**src/rtl/mem_port_arbiter_pkg.sv**
```systemverilog
// Shared definitions for the memory port arbiter.
// Holds the FSM state encoding, requester count, select and counter widths,
// and a helper that turns a requester index into a one-hot vector.
package mem_port_arbiter_pkg;

  localparam int NUM_REQ = 4;
  localparam int SEL_W   = 2;
  localparam int CNT_W   = 8;

  typedef enum logic {
    IDLE = 1'b0,
    BUSY = 1'b1
  } state_e;

  function automatic logic [NUM_REQ-1:0] onehot(input logic [SEL_W-1:0] idx);
    logic [NUM_REQ-1:0] v;
    v      = '0;
    v[idx] = 1'b1;
    return v;
  endfunction

endpackage

```
**src/rtl/FourOneMux.sv**
```systemverilog
// Generic 4:1 multiplexer used to steer requester buses onto the memory port.
// Ports: in0_i..in3_i data inputs, sel_i index, out_o selected data.
module FourOneMux #(
  parameter int size = 16
) (
  input  logic [size-1:0] in0_i,
  input  logic [size-1:0] in1_i,
  input  logic [size-1:0] in2_i,
  input  logic [size-1:0] in3_i,
  input  logic [1:0]      sel_i,
  output logic [size-1:0] out_o
);

  always_comb begin
    case (sel_i)
      2'd0:    out_o = in0_i;
      2'd1:    out_o = in1_i;
      2'd2:    out_o = in2_i;
      default: out_o = in3_i;
    endcase
  end

endmodule

```
**src/rtl/mem_port_arbiter_rr_priority4.sv**
```systemverilog
// Combinational round-robin pick among four requesters.
// Ports: req_i request vector, last_i previous winner,
//        winner_o first set request scanning last_i+1, last_i+2, ... (mod 4),
//        any_o high when any request is set.
module rr_priority4
  import mem_port_arbiter_pkg::*;
(
  input  logic [NUM_REQ-1:0] req_i,
  input  logic [SEL_W-1:0]   last_i,
  output logic [SEL_W-1:0]   winner_o,
  output logic               any_o
);

  logic [SEL_W-1:0] idx;
  logic             found;

  always_comb begin
    winner_o = '0;
    idx      = '0;
    found    = 1'b0;
    // The index wraps naturally in SEL_W bits; k=4 lands back on last_i,
    // so the previous winner is checked last.
    for (int k = 1; k <= NUM_REQ; k++) begin
      idx = last_i + SEL_W'(k);
      if (!found && req_i[idx]) begin
        winner_o = idx;
        found    = 1'b1;
      end
    end
  end

  assign any_o = |req_i;

endmodule

```
**src/rtl/mem_port_arbiter.sv**
```systemverilog
// Round-robin arbiter/sequencer sharing one memory port among four requesters
// (fetch, load/store, DMA, debug).
//
//   state | meaning
//   IDLE  | no access in flight; pick a winner when any req is set
//   BUSY  | mem_req high, port steered by sel; wait for mem_ack or timeout
//
// Ports: clk_i, rst_n_i (async, active-low); req_i/req_we_i and per-requester
// address/write data in; grant_o, sel_o, ack_o, err_o, rdata_o back to the
// requesters; mem_req_o/mem_we_o/mem_addr_o/mem_wdata_o to memory with
// mem_ack_i/mem_rdata_i returning.
module mem_port_arbiter
  import mem_port_arbiter_pkg::*;
#(
  parameter int SIZE     = 16,
  parameter int MAX_WAIT = 15
) (
  input  logic               clk_i,
  input  logic               rst_n_i,
  input  logic [NUM_REQ-1:0] req_i,
  input  logic [NUM_REQ-1:0] req_we_i,
  input  logic [SIZE-1:0]    req_addr0_i,
  input  logic [SIZE-1:0]    req_addr1_i,
  input  logic [SIZE-1:0]    req_addr2_i,
  input  logic [SIZE-1:0]    req_addr3_i,
  input  logic [SIZE-1:0]    req_wdata0_i,
  input  logic [SIZE-1:0]    req_wdata1_i,
  input  logic [SIZE-1:0]    req_wdata2_i,
  input  logic [SIZE-1:0]    req_wdata3_i,
  output logic [NUM_REQ-1:0] grant_o,
  output logic [SEL_W-1:0]   sel_o,
  output logic [NUM_REQ-1:0] ack_o,
  output logic [NUM_REQ-1:0] err_o,
  output logic [SIZE-1:0]    rdata_o,
  output logic               mem_req_o,
  output logic               mem_we_o,
  output logic [SIZE-1:0]    mem_addr_o,
  output logic [SIZE-1:0]    mem_wdata_o,
  input  logic               mem_ack_i,
  input  logic [SIZE-1:0]    mem_rdata_i
);

  localparam logic [CNT_W-1:0] WAIT_LAST = CNT_W'(MAX_WAIT - 1);

  state_e             state_q, state_d;
  logic [SEL_W-1:0]   sel_q, sel_d;
  logic [SEL_W-1:0]   last_q, last_d;
  logic [NUM_REQ-1:0] grant_q, grant_d;
  logic [NUM_REQ-1:0] ack_q, ack_d;
  logic [NUM_REQ-1:0] err_q, err_d;
  logic [SIZE-1:0]    rdata_q, rdata_d;
  logic [CNT_W-1:0]   cnt_q, cnt_d;

  logic [SEL_W-1:0]   winner;
  logic               any_req;

  rr_priority4 u_pick (
    .req_i    (req_i),
    .last_i   (last_q),
    .winner_o (winner),
    .any_o    (any_req)
  );

  always_ff @(posedge clk_i or negedge rst_n_i) begin
    if (!rst_n_i) begin
      state_q <= IDLE;
      sel_q   <= '0;
      last_q  <= SEL_W'(NUM_REQ - 1);
      grant_q <= '0;
      ack_q   <= '0;
      err_q   <= '0;
      rdata_q <= '0;
      cnt_q   <= '0;
    end else begin
      state_q <= state_d;
      sel_q   <= sel_d;
      last_q  <= last_d;
      grant_q <= grant_d;
      ack_q   <= ack_d;
      err_q   <= err_d;
      rdata_q <= rdata_d;
      cnt_q   <= cnt_d;
    end
  end

  always_comb begin
    state_d = state_q;
    sel_d   = sel_q;
    last_d  = last_q;
    grant_d = grant_q;
    ack_d   = '0;
    err_d   = '0;
    rdata_d = rdata_q;
    cnt_d   = cnt_q;
    case (state_q)
      IDLE: begin
        if (any_req) begin
          sel_d   = winner;
          grant_d = onehot(winner);
          cnt_d   = '0;
          state_d = BUSY;
        end
      end
      BUSY: begin
        // Ack is checked first so a completion on the timeout cycle wins.
        if (mem_ack_i) begin
          ack_d   = onehot(sel_q);
          rdata_d = mem_rdata_i;
          last_d  = sel_q;
          grant_d = '0;
          state_d = IDLE;
        end else if (cnt_q == WAIT_LAST) begin
          err_d   = onehot(sel_q);
          last_d  = sel_q;
          grant_d = '0;
          state_d = IDLE;
        end else begin
          cnt_d = cnt_q + 1'b1;
        end
      end
      default: state_d = IDLE;
    endcase
  end

  FourOneMux #(.size(SIZE)) u_addr_mux (
    .in0_i (req_addr0_i),
    .in1_i (req_addr1_i),
    .in2_i (req_addr2_i),
    .in3_i (req_addr3_i),
    .sel_i (sel_q),
    .out_o (mem_addr_o)
  );

  FourOneMux #(.size(SIZE)) u_wdata_mux (
    .in0_i (req_wdata0_i),
    .in1_i (req_wdata1_i),
    .in2_i (req_wdata2_i),
    .in3_i (req_wdata3_i),
    .sel_i (sel_q),
    .out_o (mem_wdata_o)
  );

  assign mem_req_o = (state_q == BUSY);
  assign mem_we_o  = mem_req_o & req_we_i[sel_q];
  assign grant_o   = grant_q;
  assign sel_o     = sel_q;
  assign ack_o     = ack_q;
  assign err_o     = err_q;
  assign rdata_o   = rdata_q;

endmodule

```
**config.mk**
```make
export PLATFORM = sky130hd
export DESIGN_NAME = mem_port_arbiter
export DESIGN_NICKNAME = d
export VERILOG_FILES = /design/src/rtl/mem_port_arbiter_pkg.sv /design/src/rtl/FourOneMux.sv /design/src/rtl/mem_port_arbiter_rr_priority4.sv /design/src/rtl/mem_port_arbiter.sv
export SDC_FILE = /design/constraint.sdc
export NUM_CORES = 1
export LEC_CHECK = 0
export CORE_MARGIN = 1
export CORE_UTILIZATION = 35
export CTS_BUF_LIST = sky130_fd_sc_hd__clkbuf_4
export CTS_CLUSTER_DIAMETER = 120
export DETAILED_ROUTE_END_ITERATION = 10
export MAX_ROUTING_LAYER = met4
export PLACE_DENSITY = 0.93
export SYNTH_ARGS = -nofsm -noshare
export SYNTH_HDL_FRONTEND = slang
export SYNTH_SLANG_ARGS = --single-unit
```
**constraint.sdc**
```tcl
create_clock -name clk_i -period 3.7 [get_ports clk_i]
set_input_delay 0.74 -clock clk_i [delete_from_list [all_inputs] [get_ports clk_i]]
set_output_delay 0.74 -clock clk_i [all_outputs]
set_load 0.005 [all_outputs]
```
-- After elaboration in Yosys (flattened, before gate mapping)
Cells that the tools add are included.
- add/sub/neg operators: 4
- order comparisons: 8
- equality and inequality tests: 7
- mux-type cells: 42
- bitwise gates (word level): 2
- reduce and logical (&&, ||, !) cells: 16
- operator list (kind ; number):
    case mux 16 bit (3 select lines) ; 2
    two-way mux 4 bit ; 8
    two-way mux 8 bit ; 3
    less-than comparator 2 x 3 -> 1 bit, second input constant ; 6
    case mux 8 bit (2 select lines) ; 1
    two-way mux 1 bit ; 13
    two-way mux 2 bit ; 6
    binary-select mux 1 bit (select 2 bit) ; 5
    adder 8 x 1 -> 8 bit, second input constant ; 1
    equality test 8 x 4 -> 1 bit, second input constant ; 1
    case mux 4 bit (2 select lines) ; 1
    AND reduction 2 bit ; 4
    != test 2 bit, second input constant ; 3
    logical AND 1 bit ; 5
    adder 2 bit, second input constant ; 2
    demux 1 bit (select 2 bit) ; 2
    greater-or-equal comparator 2 x 1 -> 1 bit, second input constant ; 2
    OR reduction 4 bit ; 1
    zero test 1 bit ; 3
    != test 3 x 2 -> 1 bit, second input constant ; 1
    AND reduction 3 bit ; 1
    adder 2 x 1 -> 2 bit, second input constant ; 1
    equality test 2 x 1 -> 1 bit, second input constant ; 1
    equality test 2 bit, second input constant ; 1
    other kinds (5) ; 5
- register bits: 41
- bits of input ports: 155
- output and inout port bits: 64
- logic and storage cells: 87

-- Depth between registers and ports, before layout
- depth after elaboration: 19
- depth in mapped cells: 6

-- Modules after synthesis
Synthesis repeated with hierarchy kept, for this count alone.
- cell total of the unflattened synthesis: 194
- area, all modules: 2678.8 µm²
- by module, submodules not included (module ; instances ; cells each ; area each (µm²) ; seq. area each (µm²)):
    mem_port_arbiter ; 1 ; 140 ; 1749.2 ; 1028.5
    FourOneMux ; 2 ; 20 ; 424.2 ; 0.0
    rr_priority4 ; 1 ; 14 ; 81.3 ; 0.0

-- Worst setup path after synthesis
No wires, ideal clock.
- path type: register to output
- from: reg sel_q[0], in the netlist sel_o[0]
- to: out mem_we_o
- data arrival time: 1.365 ns
- required time: 2.960 ns
- path slack: 1.595 ns
- cell stages (with the launch flop): 4
- path buffers: 1
- path through: dfrtp_1 > buf_2 > mux4_2 > and2_1
- cells in the longest elaborated chain, start to end: 3
- RTL lines (item ; line ; RTL):
    from (decl) ; mem_port_arbiter.sv:46 ; logic [SEL_W-1:0] sel_q, sel_d;
    from (signal assigned) ; mem_port_arbiter.sv:76 ; sel_q <= sel_d;
    binary-select mux 1 bit (select 2 bit) ; mem_port_arbiter.sv:144 ; assign mem_we_o = mem_req_o & req_we_i[sel_q];
    two-way mux 1 bit (implied by the code) ; mem_port_arbiter.sv:144 ;
    AND 1 bit ; mem_port_arbiter.sv:144 ;
    to (decl) ; mem_port_arbiter.sv:36 ; output logic mem_we_o,
No other way between the ends. The select of a mux whose other input is x is not followed.

-- Final worst setup path
- from: reg sel_q[0], in the netlist sel_o[0]
- to: out mem_addr_o[6]
- cells in the longest elaborated chain, start to end: 2
- elaborated cells on any way between the ends: 4
- those cells by class: eq/ne: 2; mux: 1; reduce/logical: 1
- RTL lines (item ; line ; RTL):
    equality test 2 bit, or another cell as far along ; FourOneMux.sv:15 ; case (sel_i)
    case mux 16 bit (3 select lines) (*) ; FourOneMux.sv:15 ;
    to (decl) ; mem_port_arbiter.sv:37 ; output logic [SIZE-1:0] mem_addr_o,
Every way passes the cells marked *; elsewhere a longest branch is shown, timed or not.

==> impl_metrics.py <==
metrics = {
    "timing": {
        "rsz0062_at_grt": "false",
        "maxClockFrequency_mhz": 317,
        "timing.setup.tns_ps": 0,
        "skew_ps": 11.4,
        "final-max-slew-violation-count": 0,
        "max_slew.worst_pin.slew_ps": 925,
        "final.min_clock_period_ps": 3160,
        "hold_viol_final": 0,
        "final_setup_vio_count": 0,
        "final.period_utilization_pct": 85.3,
        "maxSlewHeadroom_pct": 38.2,
    },
    "pwr": {
        "intPower_mw": 1.98,
        "power.net_switching_mw": 0.937,
        "seq_power_share_pct": 26.6,
        "clock_power_share_pct": 10.2,
        "post-layout-total-power_mw": 2.92,
        "static-leakage-power_nw": 1.90,
        "power.density_cell_area_nw_per_um2": 598,
        "p_comb_share_pct": 63.2,
        "maximum_ir_drop_on_the_vdd_rail_v": 0.000434,
        "switching_share_pct": 32.1,
    },
    "final_layout": {
        "multi_input_comb_area_um2": 1430,
        "fin_area_um2": 4890,
        "register_area_um2": 1030,
        "antennaDiodeCount": 0,
        "layout.core_utilization_pct": 71.1,
        "drive_above_1_share_pct": 18.7,
        "area.growth.synth_to_final_pct": 93.8,
        "design.final.nets": 551,
        "num-fill-cells": 490,
    },
    "placement": {
        "placed_area_um2": 4800,
        "gp_routability_congestion": 0.816,
        "port-buffer-count": 218,
        "detailed_place_hpwl_um": 8220,
    },
    "clocking": {
        "ctsHtreeMaxLevel": 2,
        "tritoncts_clock_tree": "built",
        "tritoncts.num_buffers": 5,
        "clockRootBuffer": "sky130_fd_sc_hd__clkbuf_4",
        "cts.hold.buffers_added": 0,
        "cts_num_sinks": 41,
        "clkLatencyLatePin_ps": 350,
        "clock_pin_slew_reported_for_the_worst_setup_and_hold_paths_after_clock_tree_synthesis_ps": 120,
        "cts_setup_buffers": 0,
        "clk_path_buf_depth": 2,
        "cts_resized": 0,
    },
    "setup_path": {
        "required_ps": 2960,
        "cp_num_buf_inv": 2,
        "critical_path.slowest_cell": "sky130_fd_sc_hd__dfrtp_2",
        "timing.critical_path.fanout_max": 22,
        "worst-setup-path-type": "flop to primary output",
        "timing.critical_path.cells": "buf_12 -> mux4_2 -> clkdlybuf4s50_1",
        "timing.critical_path.arrival_ps": 2420,
        "critical-path-max-stage-delay_ps": 750,
        "critical-path-top-delay-family": "buffers and inverters",
        "crit_path_start_kind": "flop",
        "crit_path_end_kind": "primary output",
    },
    "synth": {
        "async_flop_share_pct": 100,
        "synth.avg_cell_area_um2": 14.2,
        "yosysTopAreaCellShare_pct": 38.7,
        "yosysMostFrequentCell": "sky130_fd_sc_hd__dfrtp_1",
        "synth_area_um2": 2520,
        "synth_top_area_cell": "sky130_fd_sc_hd__dfrtp_1",
        "synth_sequential_area_ratio_pct": 40.8,
        "synth.distinct_cells": 40,
        "edff_count_synth": 0,
        "ys_ff_latch": 41,
        "synth_area_leaders": "sky130_fd_sc_hd__dfrtp_1, sky130_fd_sc_hd__mux4_2, sky130_fd_sc_hd__mux2_2",
        "synthCells": 177,
        "synth_warnings": 0,
        "synth_top_cells_by_count": "sky130_fd_sc_hd__dfrtp_1, sky130_fd_sc_hd__mux4_2, sky130_fd_sc_hd__mux2_2",
        "synth-main-ff-cell": "sky130_fd_sc_hd__dfrtp_1",
        "synthesis.nets": 334,
    },
    "global_route": {
        "first_global_vias": 2812,
        "grt_start_max_net_pins": 42,
        "overflow": 0,
        "grt.total_usage_pct": 26.6,
        "grt_antenna_before_repair": 0,
        "first_pass_grt_wire_length_um": 14400,
    },
    "drt": {
        "drc": 0,
        "drt-vias-per-instance": 5.28,
        "drt_pre_antenna_iters": 4,
        "post_drt_wl_per_cell_um": 20.2,
        "final_antenna_net_count": 0,
        "finalWirelength_um": 9900,
        "drt_iter0_markers": 54,
        "detailroute.via_count": 2594,
    },
    "floorplanning": {
        "fp.dieArea_um2": 7550,
        "row_count": 30,
        "top_level_port_count": 219,
        "die_width_um": 86.9,
        "core_region_area_um2": 6870,
        "die_y_um": 86.9,
        "initial_core_util_pct": 36.7,
    },
    "min_path": {
        "min_delay_path_class": "input pin to async pin",
    },
    "status": {
        "status": "complete, no violations",
    },
    "run": {
        "max_cap_viol_count": 0,
    },
}
[cell families after synthesis]
| group | synth area share (%) |
|---|---|
| muxes | 38.4 |
| buffers and inverters | 2.48 |
| xor gates and xnor gates | 1.39 |
| adders and majority gates | 0.992 |
| DFF | 40.8 |
| and+or+nand+nor | 9.03 |
| AOI/OAI and AO/OA | 6.95 |
[through the flow]
stage / setup WS, ps / cells / hold WS [ps]
after floorplan: 1590 / 177 / 444
after global placement: 769 / 483 / 487
after detailed placement: 755 / 483 / 496
after CTS: 484 / 491 / 501
after global routing: 399 / 491 / 545
final: 543 / 491 / 486
[sequential cells by signal, indices dropped and copies added (netlist names)]
name and count:
rdata_o 16, cnt_q 8, ack_o 4, err_o 4, grant_o 4, last_q 2, sel_o 2, mem_req_o 1
[power groups by stage]
stage | logic, mW | registers [mW] | clock network (mW)
floorplan | 0.877 | 0.725 | 0
global placement | 1.82 | 0.768 | 0
detailed placement | 1.86 | 0.787 | 0
CTS | 1.86 | 0.778 | 0.306
global route | 1.97 | 0.802 | 0.322
finish | 1.85 | 0.777 | 0.299
[area by class of cell]
type	instances	share of cell area (%)
timing repair buffer	221	45.3
multi-input combinational	122	29.3
sequential	41	21.1
tap	96	2.46
clock buffer	6	0.922
clock inverter	2	0.794
inverter	3	0.230
[routing by layer]
metal	part of all wire (%)	wire length, um	vias up	GRT usage, %
met5	0	0	-	-
met4	4.5	445	0	13.9
met3	8.4	831	37	7.58
met2	53	5270	139	45.5
met1	34	3360	1285	27.9
li1	-	-	1133	-
[cells in the final DEF, fill, tap and decap left out, types with 2 or more instances in the layout]
cell | Yosys | final
sky130_fd_sc_hd__mux4_2 | 33 | 33
sky130_fd_sc_hd__a21o_1 | 2 | 2
sky130_fd_sc_hd__mux2_2 | 19 | 19
sky130_fd_sc_hd__ha_1 | 2 | 2
sky130_fd_sc_hd__nor2_1 | 13 | 13
sky130_fd_sc_hd__nand2b_1 | 5 | 5
sky130_fd_sc_hd__buf_4 | 0 | 2
sky130_fd_sc_hd__a21oi_1 | 2 | 2
sky130_fd_sc_hd__nand2_1 | 7 | 7
sky130_fd_sc_hd__o211ai_1 | 3 | 3
sky130_fd_sc_hd__nor2b_1 | 2 | 2
sky130_fd_sc_hd__nand3_1 | 3 | 3
sky130_fd_sc_hd__inv_1 | 3 | 3
sky130_fd_sc_hd__dfrtp_1 | 39 | 38
sky130_fd_sc_hd__dfstp_2 | 2 | 2
sky130_fd_sc_hd__clkdlybuf4s50_1 | 0 | 217
sky130_fd_sc_hd__nand4_1 | 3 | 3
sky130_fd_sc_hd__o31ai_1 | 3 | 3
sky130_fd_sc_hd__clkbuf_4 | 0 | 6
sky130_fd_sc_hd__xor2_1 | 4 | 4
sky130_fd_sc_hd__nor3_1 | 2 | 2
[path summary, 6_finish.rpt]
check	start	endpoint	slack, ps	depth (start not counted)
worst max-delay path	sel_o[0]	mem_addr_o[6]	540	3
worst min-delay path	rst_n_i	grant_o[3]	490	1
worst max register to register	mem_req_o	grant_o[1]	1850	3
worst min register to register	rdata_o[0]	rdata_o[0]	530	1
max in group asynchronous	rst_n_i	sel_o[0]	2610	1
min in group clk_i	rdata_o[0]	rdata_o[0]	530	1
Power figures use the tool's default switching activity.
